--- src/rtl/pipeline_stage.sv ---
// Elastic WIDTH-bit pipeline register with valid/ready handshake,
// two-entry skid buffer, registered in_ready and synchronous flush.
module pipeline_stage #(
  parameter int unsigned          WIDTH       = 32,
  parameter logic [WIDTH-1:0]     RESET_VALUE = '0
) (
  input  logic             clock,
  input  logic             reset_n,
  input  logic             flush,
  input  logic             in_valid,
  output logic             in_ready,
  input  logic [WIDTH-1:0] in_data,
  output logic             out_valid,
  input  logic             out_ready,
  output logic [WIDTH-1:0] out_data,
  output logic [1:0]       occupancy
);

  typedef enum logic [1:0] {
    EMPTY = 2'd0,
    ONE   = 2'd1,
    FULL  = 2'd2
  } state_t;

  state_t           r_state;
  state_t           w_state_nxt;
  logic [WIDTH-1:0] r_main;
  logic [WIDTH-1:0] r_skid;
  logic [WIDTH-1:0] w_main_nxt;
  logic [WIDTH-1:0] w_skid_nxt;
  logic             r_in_ready;
  logic             w_push;
  logic             w_pop;

  assign out_valid = (r_state != EMPTY);
  assign in_ready  = r_in_ready;
  assign out_data  = r_main;
  assign occupancy = r_state;

  assign w_push = in_valid & r_in_ready;
  assign w_pop  = out_valid & out_ready;

  always_ff @(posedge clock or negedge reset_n) begin
    if (!reset_n) begin
      r_state    <= EMPTY;
      r_main     <= RESET_VALUE;
      r_skid     <= RESET_VALUE;
      r_in_ready <= 1'b1;
    end else begin
      r_state    <= w_state_nxt;
      r_main     <= w_main_nxt;
      r_skid     <= w_skid_nxt;
      r_in_ready <= (w_state_nxt != FULL);
    end
  end

  always_comb begin
    w_state_nxt = r_state;
    w_main_nxt  = r_main;
    w_skid_nxt  = r_skid;
    if (flush) begin
      w_state_nxt = EMPTY;
      w_main_nxt  = RESET_VALUE;
      w_skid_nxt  = RESET_VALUE;
    end else begin
      case (r_state)
        EMPTY: begin
          if (w_push) begin
            w_main_nxt  = in_data;
            w_state_nxt = ONE;
          end
        end
        ONE: begin
          if (w_push && w_pop) begin
            w_main_nxt = in_data;
          end else if (w_push) begin
            w_skid_nxt  = in_data;
            w_state_nxt = FULL;
          end else if (w_pop) begin
            w_state_nxt = EMPTY;
          end
        end
        FULL: begin
          if (w_pop) begin
            w_main_nxt  = r_skid;
            w_state_nxt = ONE;
          end
        end
        default: begin
          // Unreachable encoding: recover to a clean empty stage
          w_state_nxt = EMPTY;
          w_main_nxt  = RESET_VALUE;
          w_skid_nxt  = RESET_VALUE;
        end
      endcase
    end
  end

endmodule

--- config.mk ---
export PLATFORM = sky130hd
export DESIGN_NAME = pipeline_stage
export DESIGN_NICKNAME = d
export VERILOG_FILES = /design/src/rtl/pipeline_stage.sv
export SDC_FILE = /design/constraint.sdc
export NUM_CORES = 1
export LEC_CHECK = 0
export ABC_AREA = 1
export CORE_ASPECT_RATIO = 1.2
export CORE_MARGIN = 2
export CORE_UTILIZATION = 46
export CTS_CLUSTER_DIAMETER = 150
export CTS_CLUSTER_SIZE = 14
export DETAILED_ROUTE_END_ITERATION = 12
export GPL_TIMING_DRIVEN = 0
export PLACE_DENSITY = 0.73
export SETUP_SLACK_MARGIN = 0.05
export SLEW_MARGIN = 15
export SYNTH_ARGS = -nofsm -noshare
export SYNTH_HDL_FRONTEND = slang
export SYNTH_SLANG_ARGS = --single-unit
--- constraint.sdc ---
create_clock -name clock -period 1.5 [get_ports clock]
set_input_delay 0.375 -clock clock [delete_from_list [all_inputs] [get_ports clock]]
set_output_delay 0.375 -clock clock [all_outputs]
set_load 0.01 [all_outputs]
==> impl_metrics.py <==
metrics = {
    "setup_path": {
        "worst-path-max-fanout": 6,
        "critPathMostFrequentCell": "buf_6",
        "crit_required_ps": 1120,
        "crit_slowest_cell": "dfrtp_1",
        "r2r_end": "out_data[11]",
        "worst-path-stages": 4,
        "r2r_cells": 7,
        "crit_buf_inv": 3,
        "endpoint": "out_valid",
        "startpoint_type": "register",
        "crit_chain": "buf_6, clkinv_8, nand2_8, buf_6",
        "cp.arrival_ps": 1140,
        "reg2reg_slack_ps": 30,
        "crit_type": "register to output port",
        "slowest_delay_ps": 390,
        "crit_family": "flip-flops",
        "end_kind": "output port",
        "r2r_start": "occupancy[0]",
        "startpoint": "occupancy[1]",
    },
    "logic_synthesis": {
        "synth-seq-cells": 67,
        "netlist_instances": 439,
        "ys_types": 19,
        "yosys_warnings": 0,
        "seq_area_frac_synth_pct": 49.0,
        "synth_nets": 476,
        "synth_area_um2": 3420,
        "yosys-top-cells-area": "dfrtp_1, nand2_1, nand3_1",
        "yosysTopAreaCell": "dfrtp_1",
        "syn_avg_cell_area_um2": 7.80,
        "yosysMostFrequentCell": "nand2_1",
        "netlist_top_cells_count": "nand2_1, nand3_1, dfrtp_1",
        "synth_ff_type": "dfrtp_1",
        "synth_top_area_share_pct": 48.2,
        "synth_edf_count": 0,
        "async_reset_ff_share_pct": 100,
    },
    "worst_hold_path": {
        "hold_path.class": "input port to asynchronous set/reset pin",
    },
    "clocking": {
        "cts_max_path_buffers": 2,
        "htreeDepth": 3,
        "cts_root_buf": "clkbuf_8",
        "clk_pin_slew_ps": 70,
        "insertion_delay_ps": 350,
        "cts.sinks": 67,
        "cts_made_buffers": 9,
        "tritoncts": "built",
    },
    "timing": {
        "holdWs_ps": 488,
        "max_freq_mhz": 660,
        "final_hold_viol_count": 0,
        "final-setup-viol-count": 1,
        "slew_violations": 0,
        "period_needed_ps": 1520,
        "period_share_pct": 101,
        "fin_ws_ps": -16.0,
        "final.setup_skew_ps": 4.46,
        "tightest_slew_ps": 603,
        "max_slew_margin_pct": 59.6,
        "grt_setup_unrepaired": "true",
    },
    "global_route": {
        "grt_antenna_before_repair": 0,
        "grt_pass1_wl_um": 16800,
        "grt.total_usage_pct": 26.7,
        "grt_pass1_vias": 3509,
        "grt_max_degree": 41,
        "grt_remaining_overflow": 0,
    },
    "final_layout": {
        "post-route-util_pct": 64.9,
        "area_growth_pct": 37.2,
        "drive_gt1_share_pct": 15.4,
        "insertedDiodeCount": 0,
        "fin_area_um2": 4700,
        "n_fill_cell": 671,
        "layout.nets": 572,
    },
    "routing": {
        "ant_nets": 0,
        "vias": 3607,
        "drt_iter0_markers": 337,
        "first_pass_iters": 7,
        "drc": 0,
        "post_drt_wl_per_cell_um": 16.4,
        "via_per_inst": 5.73,
        "wl_um": 10300,
    },
    "die": {
        "die-area_um2": 8150,
        "start_util_pct": 47.3,
        "pin_count": 73,
        "die_h_um": 98.5,
        "die_x_um": 82.8,
        "core.rowCount": 34,
        "core_area_um2": 7230,
    },
    "place": {
        "hpwlAfterDp_um": 6970,
        "dpl_cell_area_um2": 4270,
        "globalplace.congestion": 0.898,
        "place.port_buffers": 72,
    },
    "power": {
        "power_density_nw_per_um2": 979,
        "ir_drop_uv": 579,
        "leakage_nw": 2.47,
        "p_total_mw": 4.60,
    },
    "flow_run": {
        "cap_viol_max_count": 0,
    },
    "run_status": {
        "violations": "setup timing",
        "status": "complete, but fails checks",
    },
}
-- area by class of cell --
type	count	area, µm²	area share, %
Tap cell	90	113	2.40
Clock buffer	12	145	3.09
Sequential cell	67	1680	35.8
Multi-Input combinational cell	325	1600	34.1
Inverter	8	45.0	0.959
Clock inverter	4	97.6	2.08
Timing Repair Buffer	86	795	16.9
Buffer	38	223	4.74
-- worst min-delay path by stage --
stage	start	end	slack, ps	cells after the start
2_1_floorplan	reset_n	occupancy[0]	80	0
3_3_place_gp	out_data[19]	out_data[19]	490	2
3_5_place_dp	reset_n	occupancy[0]	320	1
4_1_cts	reset_n	occupancy[1]	490	2
5_1_grt	reset_n	occupancy[1]	520	2
6_report	reset_n	occupancy[1]	490	2
-- worst reg2reg max path, cell delays in order, from the launching register on --
cell and delay (ps):
dfrtp_2 440, buf_4 170, nand2_4 150, nand3_4 150
nand2_4 140, buf_4 180, nand3_1 90, nand2_1 90
-- registers in the layout, summed over array words and instances (netlist names) --
name,count
in_ready,1
occupancy,2
out_data,32
r_skid,32
-- repair_timing --
item                                   CTS  global route
cloned                                   0             0
hold buffers                             1             0
setup endpoints to repair               95            66
endpoints found under the hold margin   26             0
resized for setup                       82            27
pin swaps                                1             2
setup buffers                            4             8
-- per-stage QoR --
stage	setup slack, ps	TNS [ps]	std cells
6_report	-16.0	-16.0	630
5_1_grt	-56.5	-572	630
4_1_cts	-45.9	-45.9	622
3_5_place_dp	-483	-25270	602
3_3_place_gp	-2250	-174470	601
2_1_floorplan	108	0	439
-- routing by layer --
layer / up-vias / wire length [µm] / GRT usage [%]
li1: 1719 / - / -
met1: 1732 / 4270 / 35.1
met2: 133 / 5160 / 43.4
met3: 23 / 606 / 4.67
met4: 0 / 296 / 10.6
met5: - / 0 / 0
-- cell usage in the layout, fill, tap and decap left out, types with 2 or more instances in the layout --
master           count
clkbuf_2            16
dfrtp_1             65
inv_1                3
nor2_1              12
buf_2               13
clkbuf_1             3
nand3_4              2
inv_2                3
clkbuf_8            10
bufinv_16            3
a21oi_1             11
nand3_1             80
o21ai_1              3
dlygate4sd2_1       33
nand4_1             56
nand3b_1             8
buf_6                5
nand2_1            135
nand2_4              3
clkdlybuf4s50_1     35
o21ai_0             12
buf_4               18
-- power breakdown --
part | total, mW | switching, mW | internal, mW
clock network | 1.87 | 0.717 | 1.15
registers | 1.94 | 0.0489 | 1.89
logic | 0.789 | 0.460 | 0.330
-- cell families (layout without fill, tap and decap cells) --
kind of cell           after synthesis  in the layout  share of synthesized area, %
AND/OR/NAND/NOR                    299            299                          41.3
buffers and inverters               47            148                          5.92
flip-flops                          67             67                          49.0
AO/OA/AOI/OAI                       26             26                          3.80
Power figures use the tool's default switching activity.
